File: config.mk
export PLATFORM = sky130hd
export DESIGN_NAME = stage2_decode_flat
export DESIGN_NICKNAME = d
export VERILOG_FILES = /design/src/rtl/stage2_decode_if.sv /design/src/rtl/stage2_decode.sv /design/src/flat_wrapper.sv
export SDC_FILE = /design/constraint.sdc
export NUM_CORES = 2
export LEC_CHECK = 0
export CORE_ASPECT_RATIO = 1.2
export CORE_MARGIN = 2
export CORE_UTILIZATION = 40
export DETAILED_ROUTE_END_ITERATION = 7
export GPL_TIMING_DRIVEN = 0
export SKIP_CTS_REPAIR_TIMING = 1
export SLEW_MARGIN = 20
export SYNTH_ARGS = -nofsm -noshare
export SYNTH_HDL_FRONTEND = slang
export SYNTH_SLANG_ARGS = --single-unit
File: constraint.sdc
create_clock -name Clk -period 2 [get_ports Clk]
set_input_delay 0.4 -clock Clk [delete_from_list [all_inputs] [get_ports Clk]]
set_output_delay 0.4 -clock Clk [all_outputs]
set_load 0.02 [all_outputs]
File: src/rtl/stage2_decode_if.sv
// stage2_decode_if: groups the fetch-side, write-back, flush and ID/EX signals of the decode
// stage. The slave modport is the decode stage; the master modport is its environment.
interface stage2_decode_if #(
   parameter int unsigned XLEN = 32
);
   // Fetch side
   logic [XLEN-1:0] If_Pc;
   logic [XLEN-1:0] If_Instruction;
   logic            Hazard_Stall;
   // Execute side
   logic            Flush;
   // Write-back port
   logic            Wb_Reg_Write;
   logic [4:0]      Wb_Rd;
   logic [XLEN-1:0] Wb_Data;
   // ID/EX pipeline register
   logic            Id_Valid;
   logic [XLEN-1:0] Id_Pc;
   logic [XLEN-1:0] Id_Rs1_Data;
   logic [XLEN-1:0] Id_Rs2_Data;
   logic [XLEN-1:0] Id_Imm;
   logic [4:0]      Id_Rs1;
   logic [4:0]      Id_Rs2;
   logic [4:0]      Id_Rd;
   logic [2:0]      Id_Funct3;
   logic            Id_Funct7_B5;
   logic [6:0]      Id_Opcode;
   logic            Id_Reg_Write;
   logic            Id_Mem_Read;
   logic            Id_Mem_Write;
   logic            Id_Is_Branch;
   logic            Id_Is_JAL;
   logic            Id_Is_JAL_R;
   logic            Id_Alu_Src_Imm;
   logic            Id_Illegal;

   modport slave (
      input  If_Pc, If_Instruction, Flush, Wb_Reg_Write, Wb_Rd, Wb_Data,
      output Hazard_Stall, Id_Valid, Id_Pc, Id_Rs1_Data, Id_Rs2_Data, Id_Imm,
             Id_Rs1, Id_Rs2, Id_Rd, Id_Funct3, Id_Funct7_B5, Id_Opcode,
             Id_Reg_Write, Id_Mem_Read, Id_Mem_Write, Id_Is_Branch, Id_Is_JAL,
             Id_Is_JAL_R, Id_Alu_Src_Imm, Id_Illegal
   );

   modport master (
      output If_Pc, If_Instruction, Flush, Wb_Reg_Write, Wb_Rd, Wb_Data,
      input  Hazard_Stall, Id_Valid, Id_Pc, Id_Rs1_Data, Id_Rs2_Data, Id_Imm,
             Id_Rs1, Id_Rs2, Id_Rd, Id_Funct3, Id_Funct7_B5, Id_Opcode,
             Id_Reg_Write, Id_Mem_Read, Id_Mem_Write, Id_Is_Branch, Id_Is_JAL,
             Id_Is_JAL_R, Id_Alu_Src_Imm, Id_Illegal
   );
endinterface

File: src/rtl/stage2_decode.sv
// stage2_decode: IF/ID register, 32x32 register file with write-back port, decode and
// immediate generation, load-use hazard detection and the ID/EX register feeding execute.
// Optional feature macro: DECODE_WB_BYPASS_EN -- when defined, the register-file read ports
// forward the write-back data being written in the same cycle.
module stage2_decode (
   input  logic           Clk,
   input  logic           Reset,
   stage2_decode_if.slave bus
);
   localparam int unsigned     XLEN     = 32;
   localparam logic [XLEN-1:0] NOP_INSN = 32'h00000013;

   localparam logic [6:0] OP_LOAD   = 7'b0000011;
   localparam logic [6:0] OP_STORE  = 7'b0100011;
   localparam logic [6:0] OP_BRANCH = 7'b1100011;
   localparam logic [6:0] OP_JAL    = 7'b1101111;
   localparam logic [6:0] OP_JALR   = 7'b1100111;
   localparam logic [6:0] OP_IMM    = 7'b0010011;
   localparam logic [6:0] OP_OP     = 7'b0110011;
   localparam logic [6:0] OP_LUI    = 7'b0110111;
   localparam logic [6:0] OP_AUIPC  = 7'b0010111;

   typedef struct packed {
      logic            valid;
      logic [XLEN-1:0] pc;
      logic [XLEN-1:0] rs1_data;
      logic [XLEN-1:0] rs2_data;
      logic [XLEN-1:0] imm;
      logic [4:0]      rs1;
      logic [4:0]      rs2;
      logic [4:0]      rd;
      logic [2:0]      funct3;
      logic            funct7_b5;
      logic [6:0]      opcode;
      logic            reg_write;
      logic            mem_read;
      logic            mem_write;
      logic            is_branch;
      logic            is_jal;
      logic            is_jalr;
      logic            alu_src_imm;
      logic            illegal;
   } idex_t;

   // IF/ID register
   logic            r_ifid_valid;
   logic [XLEN-1:0] r_ifid_pc;
   logic [XLEN-1:0] r_ifid_insn;

   // Register file and ID/EX register
   logic [XLEN-1:0] r_rf [32];
   idex_t           r_idex;
   idex_t           w_idex;

   // Decode of the IF/ID instruction
   logic [6:0]      w_opcode;
   logic [4:0]      w_rs1;
   logic [4:0]      w_rs2;
   logic [4:0]      w_rd;
   logic [XLEN-1:0] w_imm;
   logic            w_reg_write;
   logic            w_mem_read;
   logic            w_mem_write;
   logic            w_is_branch;
   logic            w_is_jal;
   logic            w_is_jalr;
   logic            w_alu_src_imm;
   logic            w_illegal;
   logic            w_uses_rs2;
   logic [XLEN-1:0] w_rs1_data;
   logic [XLEN-1:0] w_rs2_data;
   logic            w_wb_en;
   logic            w_stall;
   logic            w_bubble;

   assign w_opcode = r_ifid_insn[6:0];
   assign w_rd     = r_ifid_insn[11:7];
   assign w_rs1    = r_ifid_insn[19:15];
   assign w_rs2    = r_ifid_insn[24:20];
   assign w_wb_en  = bus.Wb_Reg_Write & (bus.Wb_Rd != 5'd0);

   // Opcode classification, control generation and immediate formatting
   always_comb begin
      w_imm         = '0;
      w_reg_write   = 1'b0;
      w_mem_read    = 1'b0;
      w_mem_write   = 1'b0;
      w_is_branch   = 1'b0;
      w_is_jal      = 1'b0;
      w_is_jalr     = 1'b0;
      w_alu_src_imm = 1'b0;
      w_illegal     = 1'b0;
      w_uses_rs2    = 1'b0;
      case (w_opcode)
         OP_LOAD: begin
            w_imm         = {{20{r_ifid_insn[31]}}, r_ifid_insn[31:20]};
            w_reg_write   = 1'b1;
            w_mem_read    = 1'b1;
            w_alu_src_imm = 1'b1;
         end
         OP_STORE: begin
            w_imm         = {{20{r_ifid_insn[31]}}, r_ifid_insn[31:25], r_ifid_insn[11:7]};
            w_mem_write   = 1'b1;
            w_alu_src_imm = 1'b1;
            w_uses_rs2    = 1'b1;
         end
         OP_BRANCH: begin
            w_imm       = {{20{r_ifid_insn[31]}}, r_ifid_insn[7], r_ifid_insn[30:25],
                           r_ifid_insn[11:8], 1'b0};
            w_is_branch = 1'b1;
            w_uses_rs2  = 1'b1;
         end
         OP_JAL: begin
            w_imm       = {{12{r_ifid_insn[31]}}, r_ifid_insn[19:12], r_ifid_insn[20],
                           r_ifid_insn[30:21], 1'b0};
            w_reg_write = 1'b1;
            w_is_jal    = 1'b1;
         end
         OP_JALR: begin
            w_imm         = {{20{r_ifid_insn[31]}}, r_ifid_insn[31:20]};
            w_reg_write   = 1'b1;
            w_is_jalr     = 1'b1;
            w_alu_src_imm = 1'b1;
         end
         OP_IMM: begin
            w_imm         = {{20{r_ifid_insn[31]}}, r_ifid_insn[31:20]};
            w_reg_write   = 1'b1;
            w_alu_src_imm = 1'b1;
         end
         OP_OP: begin
            w_reg_write = 1'b1;
            w_uses_rs2  = 1'b1;
         end
         OP_LUI, OP_AUIPC: begin
            w_imm         = {r_ifid_insn[31:12], 12'h000};
            w_reg_write   = 1'b1;
            w_alu_src_imm = 1'b1;
         end
         default: w_illegal = 1'b1;
      endcase
      // Writes to x0 are architecturally discarded, so never request them
      if (w_rd == 5'd0) w_reg_write = 1'b0;
   end

   // Register-file read ports; x0 always reads zero
   always_comb begin
      w_rs1_data = (w_rs1 == 5'd0) ? '0 : r_rf[w_rs1];
      w_rs2_data = (w_rs2 == 5'd0) ? '0 : r_rf[w_rs2];
`ifdef DECODE_WB_BYPASS_EN
      if (w_wb_en && (bus.Wb_Rd == w_rs1)) w_rs1_data = bus.Wb_Data;
      if (w_wb_en && (bus.Wb_Rd == w_rs2)) w_rs2_data = bus.Wb_Data;
`endif
   end

   // A load in ID/EX whose result feeds the instruction in IF/ID forces one bubble
   assign w_stall  = r_idex.valid & r_idex.mem_read & (r_idex.rd != 5'd0) & r_ifid_valid &
                     ((r_idex.rd == w_rs1) | (w_uses_rs2 & (r_idex.rd == w_rs2)));
   assign w_bubble = bus.Flush | w_stall | ~r_ifid_valid;

   // Next ID/EX contents: decoded instruction, or an all-zero bubble
   always_comb begin
      w_idex = '0;
      if (!w_bubble) begin
         w_idex.valid       = 1'b1;
         w_idex.pc          = r_ifid_pc;
         w_idex.rs1_data    = w_rs1_data;
         w_idex.rs2_data    = w_rs2_data;
         w_idex.imm         = w_imm;
         w_idex.rs1         = w_rs1;
         w_idex.rs2         = w_rs2;
         w_idex.rd          = w_rd;
         w_idex.funct3      = r_ifid_insn[14:12];
         w_idex.funct7_b5   = r_ifid_insn[30];
         w_idex.opcode      = w_opcode;
         w_idex.reg_write   = w_reg_write;
         w_idex.mem_read    = w_mem_read;
         w_idex.mem_write   = w_mem_write;
         w_idex.is_branch   = w_is_branch;
         w_idex.is_jal      = w_is_jal;
         w_idex.is_jalr     = w_is_jalr;
         w_idex.alu_src_imm = w_alu_src_imm;
         w_idex.illegal     = w_illegal;
      end
   end

   // IF/ID register: flush loads an invalid NOP, stall holds, otherwise capture fetch
   always_ff @(posedge Clk or negedge Reset) begin
      if (!Reset) begin
         r_ifid_valid <= 1'b0;
         r_ifid_pc    <= '0;
         r_ifid_insn  <= NOP_INSN;
      end else if (bus.Flush) begin
         r_ifid_valid <= 1'b0;
         r_ifid_pc    <= '0;
         r_ifid_insn  <= NOP_INSN;
      end else if (!w_stall) begin
         r_ifid_valid <= 1'b1;
         r_ifid_pc    <= bus.If_Pc;
         r_ifid_insn  <= bus.If_Instruction;
      end
   end

   // Register file write port; independent of stall and flush
   always_ff @(posedge Clk or negedge Reset) begin
      if (!Reset) begin
         for (int i = 0; i < 32; i++) r_rf[i] <= '0;
      end else if (w_wb_en) begin
         r_rf[bus.Wb_Rd] <= bus.Wb_Data;
      end
   end

   // ID/EX register
   always_ff @(posedge Clk or negedge Reset) begin
      if (!Reset) r_idex <= '0;
      else        r_idex <= w_idex;
   end

   assign bus.Hazard_Stall   = w_stall;
   assign bus.Id_Valid       = r_idex.valid;
   assign bus.Id_Pc          = r_idex.pc;
   assign bus.Id_Rs1_Data    = r_idex.rs1_data;
   assign bus.Id_Rs2_Data    = r_idex.rs2_data;
   assign bus.Id_Imm         = r_idex.imm;
   assign bus.Id_Rs1         = r_idex.rs1;
   assign bus.Id_Rs2         = r_idex.rs2;
   assign bus.Id_Rd          = r_idex.rd;
   assign bus.Id_Funct3      = r_idex.funct3;
   assign bus.Id_Funct7_B5   = r_idex.funct7_b5;
   assign bus.Id_Opcode      = r_idex.opcode;
   assign bus.Id_Reg_Write   = r_idex.reg_write;
   assign bus.Id_Mem_Read    = r_idex.mem_read;
   assign bus.Id_Mem_Write   = r_idex.mem_write;
   assign bus.Id_Is_Branch   = r_idex.is_branch;
   assign bus.Id_Is_JAL      = r_idex.is_jal;
   assign bus.Id_Is_JAL_R    = r_idex.is_jalr;
   assign bus.Id_Alu_Src_Imm = r_idex.alu_src_imm;
   assign bus.Id_Illegal     = r_idex.illegal;
endmodule

File: src/flat_wrapper.sv
// flat-port wrapper written by rule: the top's interface ports become plain ports
module stage2_decode_flat 
  (Clk, Reset, bus_If_Pc, bus_If_Instruction, bus_Flush, bus_Wb_Reg_Write, bus_Wb_Rd, bus_Wb_Data, bus_Hazard_Stall, bus_Id_Valid, bus_Id_Pc, bus_Id_Rs1_Data, bus_Id_Rs2_Data, bus_Id_Imm, bus_Id_Rs1, bus_Id_Rs2, bus_Id_Rd, bus_Id_Funct3, bus_Id_Funct7_B5, bus_Id_Opcode, bus_Id_Reg_Write, bus_Id_Mem_Read, bus_Id_Mem_Write, bus_Id_Is_Branch, bus_Id_Is_JAL, bus_Id_Is_JAL_R, bus_Id_Alu_Src_Imm, bus_Id_Illegal);
  stage2_decode_if bus_i ();
  input  logic Clk;
  input  logic Reset;
  input wire logic [$bits(bus_i.If_Pc)-1:0] bus_If_Pc;
  input wire logic [$bits(bus_i.If_Instruction)-1:0] bus_If_Instruction;
  input wire logic [$bits(bus_i.Flush)-1:0] bus_Flush;
  input wire logic [$bits(bus_i.Wb_Reg_Write)-1:0] bus_Wb_Reg_Write;
  input wire logic [$bits(bus_i.Wb_Rd)-1:0] bus_Wb_Rd;
  input wire logic [$bits(bus_i.Wb_Data)-1:0] bus_Wb_Data;
  output wire logic [$bits(bus_i.Hazard_Stall)-1:0] bus_Hazard_Stall;
  output wire logic [$bits(bus_i.Id_Valid)-1:0] bus_Id_Valid;
  output wire logic [$bits(bus_i.Id_Pc)-1:0] bus_Id_Pc;
  output wire logic [$bits(bus_i.Id_Rs1_Data)-1:0] bus_Id_Rs1_Data;
  output wire logic [$bits(bus_i.Id_Rs2_Data)-1:0] bus_Id_Rs2_Data;
  output wire logic [$bits(bus_i.Id_Imm)-1:0] bus_Id_Imm;
  output wire logic [$bits(bus_i.Id_Rs1)-1:0] bus_Id_Rs1;
  output wire logic [$bits(bus_i.Id_Rs2)-1:0] bus_Id_Rs2;
  output wire logic [$bits(bus_i.Id_Rd)-1:0] bus_Id_Rd;
  output wire logic [$bits(bus_i.Id_Funct3)-1:0] bus_Id_Funct3;
  output wire logic [$bits(bus_i.Id_Funct7_B5)-1:0] bus_Id_Funct7_B5;
  output wire logic [$bits(bus_i.Id_Opcode)-1:0] bus_Id_Opcode;
  output wire logic [$bits(bus_i.Id_Reg_Write)-1:0] bus_Id_Reg_Write;
  output wire logic [$bits(bus_i.Id_Mem_Read)-1:0] bus_Id_Mem_Read;
  output wire logic [$bits(bus_i.Id_Mem_Write)-1:0] bus_Id_Mem_Write;
  output wire logic [$bits(bus_i.Id_Is_Branch)-1:0] bus_Id_Is_Branch;
  output wire logic [$bits(bus_i.Id_Is_JAL)-1:0] bus_Id_Is_JAL;
  output wire logic [$bits(bus_i.Id_Is_JAL_R)-1:0] bus_Id_Is_JAL_R;
  output wire logic [$bits(bus_i.Id_Alu_Src_Imm)-1:0] bus_Id_Alu_Src_Imm;
  output wire logic [$bits(bus_i.Id_Illegal)-1:0] bus_Id_Illegal;
  assign bus_i.If_Pc = bus_If_Pc;
  assign bus_i.If_Instruction = bus_If_Instruction;
  assign bus_i.Flush = bus_Flush;
  assign bus_i.Wb_Reg_Write = bus_Wb_Reg_Write;
  assign bus_i.Wb_Rd = bus_Wb_Rd;
  assign bus_i.Wb_Data = bus_Wb_Data;
  assign bus_Hazard_Stall = bus_i.Hazard_Stall;
  assign bus_Id_Valid = bus_i.Id_Valid;
  assign bus_Id_Pc = bus_i.Id_Pc;
  assign bus_Id_Rs1_Data = bus_i.Id_Rs1_Data;
  assign bus_Id_Rs2_Data = bus_i.Id_Rs2_Data;
  assign bus_Id_Imm = bus_i.Id_Imm;
  assign bus_Id_Rs1 = bus_i.Id_Rs1;
  assign bus_Id_Rs2 = bus_i.Id_Rs2;
  assign bus_Id_Rd = bus_i.Id_Rd;
  assign bus_Id_Funct3 = bus_i.Id_Funct3;
  assign bus_Id_Funct7_B5 = bus_i.Id_Funct7_B5;
  assign bus_Id_Opcode = bus_i.Id_Opcode;
  assign bus_Id_Reg_Write = bus_i.Id_Reg_Write;
  assign bus_Id_Mem_Read = bus_i.Id_Mem_Read;
  assign bus_Id_Mem_Write = bus_i.Id_Mem_Write;
  assign bus_Id_Is_Branch = bus_i.Id_Is_Branch;
  assign bus_Id_Is_JAL = bus_i.Id_Is_JAL;
  assign bus_Id_Is_JAL_R = bus_i.Id_Is_JAL_R;
  assign bus_Id_Alu_Src_Imm = bus_i.Id_Alu_Src_Imm;
  assign bus_Id_Illegal = bus_i.Id_Illegal;
  stage2_decode u_core (.Clk(Clk), .Reset(Reset), .bus(bus_i));
endmodule
Word-level counts from Yosys, hierarchy flattened
Index checks and enable logic that the tools add are counted.

Input bits: 105. Flip-flop bits (word level): 1252. Logic and storage cells: 124. Output and inout bits: 164.

Magnitude comparators: 4. Bitwise gates (word level): 13. Mux-type cells: 29. Equal/unequal tests: 12. Reductions and logical operators: 12.

Operators with widths (count): 1024-bit bitwise mux (1); 32-bit 2-to-1 mux (11); 32-bit binary-select mux with 5-bit select (2); 163-bit 2-to-1 mux (1); 32-bit demux with 5-bit select (1); 32-bit case mux with 5 select lines (1); 7-bit by 6-bit equality test with 1-bit output, second input constant (3); 7-bit equality test, second input constant (3); 6-bit greater-or-equal comparator, second input constant (3); 5-bit inverter with 6-bit output (3); 5-bit logical NOT (3); 7-bit by 5-bit equality test with 1-bit output, second input constant (2); 1-bit 2-to-1 mux (12); 5-bit equality test (2); 5-bit nonzero test (2); 9-bit OR reduction (1); 7-bit by 2-bit equality test with 1-bit output, second input constant (1); 7-bit OR reduction (1); 1-bit AND (6); 6-bit by 1-bit less-than comparator with 1-bit output, second input constant (1); 3-bit OR reduction (2); 6-bit OR reduction (1); 1-bit bitwise OR (3); 2-bit != test, second input constant (1); other kinds (3) (3).

Depth between registers and ports, before layout
Depth in word-level cells: 9. Gate-level depth with buffers: 9. Gate-level depth less buffers: 7.

Worst setup path before layout
OpenSTA, ideal clock, no wires.

Path kind: register to output. Start point: register u_core.r_ifid_insn[1]. End point: output port bus_Hazard_Stall. Cell stages (with the launch flop): 7. Data required time: 1600 ps. Arrival time: 1568 ps. Path buffers: 1. Setup slack: 32 ps. Path through: dfstp_2 and4bb_2 nand4_1 nor4_2 o21ai_4 inv_4 buf_4.

Longest elaborated chain between the ends: 6. Elaborated cells on any way between the ends: 8. Those cells by class: 3 x eq/ne; 1 x mux; 3 x bitwise; 1 x reduce/logical.

Ends and longest elaborated chain: start: declaration (line stage2_decode.sv:48) `logic [XLEN-1:0] r_ifid_insn;`; start signal: assignment (line stage2_decode.sv:199) `r_ifid_insn <= bus.If_Instruction;`; 7-bit by 6-bit equality test with 1-bit output / 7-bit equality test (equally long branches) (line stage2_decode.sv:94) `case (w_opcode)`; 3-bit OR reduction (no source line) *; 1-bit 2-to-1 mux * (line stage2_decode.sv:94); 1-bit AND * (line stage2_decode.sv:157) `((r_idex.rd == w_rs1) | (w_uses_rs2 & (r_idex.rd == w_rs2)));`; 1-bit bitwise OR * (line stage2_decode.sv:157); 1-bit AND * (line stage2_decode.sv:156) `assign w_stall = r_idex.valid & r_idex.mem_read & (r_idex.rd != 5'd0) & r_ifid_valid &`; end: declaration (line flat_wrapper.sv:13) `output wire logic [$bits(bus_i.Hazard_Stall)-1:0] bus_Hazard_Stall;`.

Mark *: on every way between the ends. The rest lies on a longest branch, timed or not.

Worst setup path in the final report
Ends and elaborated chain as after synthesis.

==> parameters.txt <==
Parameter                              Value

Status
  Status ... finished with violations
  Violations in the final reports ... hold timing, setup timing

Placed design
  Pre-CTS setup slack ... -1.352 ns
  Standard cell area after detailed placement ... 0.06918 sq mm
  HPWL Detailed ... 169,200 microns
  Final weighted congestion in routability-driven placement ... 0.9728
  Count of buffers from port buffering ... 265

Timing
  Worst Max-Slew Pin Slew ... 1.298 ns
  Clock skew after layout ... 0.03182 ns
  Part of the cycle the worst path needs ... 147.4%
  Final worst path period need ... 2.947 ns
  Smallest hold slack ... -0.4799 ns
  Final number of hold-violating endpoints ... 85
  Worst setup margin ... -0.9473 ns
  Setup violations, final ... 923
  Unrepaired setup endpoints after global routing ... yes
  Slew HR ... 13.49%
  Fmax ... 339.3 MHz
  Final-report max-slew violation count ... 0

Clock tree
  Clk Latency, worst-skew pair ... 0.81 ns
  CTS tree ... yes
  H-tree Lvls ... 4
  Sink count of the clock tree ... 1,252
  Root Buffer Master ... clkbuf_16
  Number of buffers on the longest clock path ... 3
  Clock-pin transition on the worst setup and hold timing paths ... 0.06 ns
  Number of buffers added by the clock tree synthesis step ... 137

Detailed routing
  Via count of the routed design ... 46,200
  Iteration-0 DRC Markers ... 4,547
  Overall routed net length ... 249,100 microns
  DR vias/cell ... 6.195
  Count of TritonRoute iterations in the first routing pass ... 6
  Drt drc ... 0
  Detail Route Antenna Nets ... 0
  Routed WL per cell ... 33.41 microns

GRT
  Initial antenna violation count ... 7
  First-pass GRT wire length ... 345,300 microns
  Total Routing Usage GR ... 30.10%
  Remaining global-route overflow ... 0
  Maximum number of pins on one net before global-route repair ... 135
  Number of global-route vias before repair ... 46,810

Pwr
  Psw ... 20.57 mW
  Power density of the placed cells ... 952.5 mW/mm^2
  Share of total power consumed by net switching ... 28.17%
  Fraction of power consumed by the clock network ... 36.7%
  Static leakage ... 32.75 nW
  Internal cell power ... 52.43 mW
  Worst voltage drop across the vdd grid ... 0.001034 V
  Combinational fraction of design power ... 18.9%
  Sequential power share ... 44.4%

Floorplan
  Die Span Y ... 440.7 microns
  Ports ... 269
  Starting utilization of the core area ... 40.20%
  Core box area ... 0.1582 sq mm
  Total die area ... 0.1622 sq mm
  Cell row count ... 160
  Die Wd ... 367.9 microns

Yosys
  Top-area cell type share of the netlist area ... 49.16%
  Count of distinct cell types in the synthesized netlist ... 49
  Synthesized netlist cell count ... 4,765
  Sequential-to-total area share from yosys stat ... 49.28%
  Mean Syn Cell Area ... 13.34 sq um
  Largest area contributor in the synthesized netlist ... dfrtp_1
  Synth warn ... 0
  Syn Nets ... 4,870
  Cell types with the largest area share after synthesis ... dfrtp_1, mux2_2, mux4_2, mux2i_1, a21oi_1
  Number of register bits inferred by synthesis ... 1,252
  Synthesized area ... 0.06358 sq mm

Final layout
  Commonest cells after routing, fill and taps aside ... dfrtp_1, mux2_2, mux2i_1
  Area growth from synthesis to layout ... 20.55%
  Number of nets in the layout ... 5,341
  Fraction of final layout cells with drive strength greater than 1 ... 39.16%
  Final std cell area, no fill ... 0.07664 sq mm
  Filler cell count in the final layout ... 14,050
  Most common cell after layout, fill and taps aside ... dfrtp_1

Critical path
  Startpoint-to-endpoint class of the critical path ... flop to primary output
  Crit path capture type ... primary output
  Origin of the critical flop-to-flop path ... u_core.r_ifid_insn[18]
  Origin of the worst setup path ... u_core.r_ifid_insn[1]
  Critical path launch point type ... flop
  Reg2Reg Setup Slack ... -0.88 ns
  Required time reported for the critical path endpoint ... 1.60 ns
  Arrival time at the worst endpoint ... 2.55 ns
  Biggest fanout along the worst timing path ... 6

Run
  Number of violations of the max-capacitance limit ... 0

Worst hold path
  Class of the most critical hold timing path ... primary input to async pin
## synthesized netlist by cell type, drive strengths merged
master      n
and2       11
nand4b      3
nor2b      10
mux2     1056
a2111oi     1
xor2        5
nand3b      1
or3         3
and4bb      1
nor3b       4
buf       235
or4         1
a2bb2oi     2
a221oi    128
clkbuf    278
nor4        2
mux2i     494
nand2      76
xnor2       5
o22ai       1
or2         1
mux4      256
inv         6
and3      126
nor2       86
dfrtp    1249
o211a       2
a21oi     235
a21boi      1
o21ai     197
nand2b      5
nor3       73
dfstp       3
nand3      74
a22oi     132
nand4       2
## routing by layer
metal	vias up	GRT usage [%]	share of wire [%]
met5	-	0	0.021
met1	24240	36.52	38
met2	2324	48.73	47
met3	789	6.755	7.8
li1	18830	-	-
met4	8	18.83	7.7
## worst max-delay path: stages (launching register included)
cell and delay [ns]:
dfstp_2 0.58, and4bb_2 0.26, nand4_1 0.15, nor4_4 0.28, o21ai_4 0.15, clkinv_4 0.10
buf_8 0.12, buf_6 0.11
## layout make-up
| cell class | instances | area (sq um) | area share [%] |
|---|---|---|---|
| flip-flops and latches | 1252 | 31340 | 40.89 |
| multi-input cells | 2994 | 30490 | 39.78 |
| clock buffers | 209 | 4208 | 5.490 |
| plain buffers | 510 | 3736 | 4.875 |
| repair buffers | 335 | 3712 | 4.844 |
| well taps | 2106 | 2635 | 3.438 |
| clock inverters | 39 | 481.7 | 0.6285 |
| inverters | 6 | 27.53 | 0.03592 |
| diodes | 6 | 15.01 | 0.01959 |
## cell families after synthesis
| group | share of synthesized area [%] |
|---|---|
| buffers and inverters | 4.119 |
| AO/OA/AOI/OAI | 7.063 |
| XOR/XNOR | 0.1378 |
| flip-flops | 49.28 |
| AND/OR/NAND/NOR | 3.847 |
| multiplexers | 35.55 |
## through the flow
stage	hold slack (ns)	power, mW	util, %	setup TNS, ns	instances
floorplan	0.1044	40.97	-	0	4765
global placement	0.4524	44.89	43.54	-	7136
detailed placement	0.3721	45.63	43.75	-1077.03	7146
CTS	-0.4654	72.23	46.71	-264.62	7394
global route	-0.4276	75.55	48.45	-154.46	7453
finish	-0.4799	73.00	48.46	-150.08	7457
## sequential cells by signal, summed over array words and instances (netlist names), 3 cells and up
signal                  count
u_core.bus.Id_Funct3        3
u_core.bus.Id_Imm          32
u_core.bus.Id_Opcode        7
u_core.bus.Id_Pc           32
u_core.bus.Id_Rd            5
u_core.bus.Id_Rs1           5
u_core.bus.Id_Rs1_Data     32
u_core.bus.Id_Rs2           5
u_core.bus.Id_Rs2_Data     32
u_core.r_ifid_insn         32
u_core.r_ifid_pc           32
u_core.r_rf              1024
## final timing paths
kind / endpoint / cells after the start
setup / recovery: bus_Hazard_Stall / 7
hold / removal: u_core.r_rf[974] / 1
setup reg to reg: u_core.r_ifid_insn[14] / 17
hold reg to reg: u_core.r_rf[999] / 1
max in group asynchronous: u_core.bus.Id_Pc[3] / 4
min in group Clk: u_core.r_ifid_insn[31] / 2
## power groups by stage
stage / combinational [mW] / clock, mW / sequential, mW
finish: 13.8 / 26.8 / 32.4
global route: 14.7 / 28.0 / 32.9
CTS: 13.0 / 27.0 / 32.2
detailed placement: 13.0 / 0 / 32.7
global placement: 12.3 / 0 / 32.6
floorplan: 9.07 / 0 / 31.9
(Power assumes the default switching activity.)
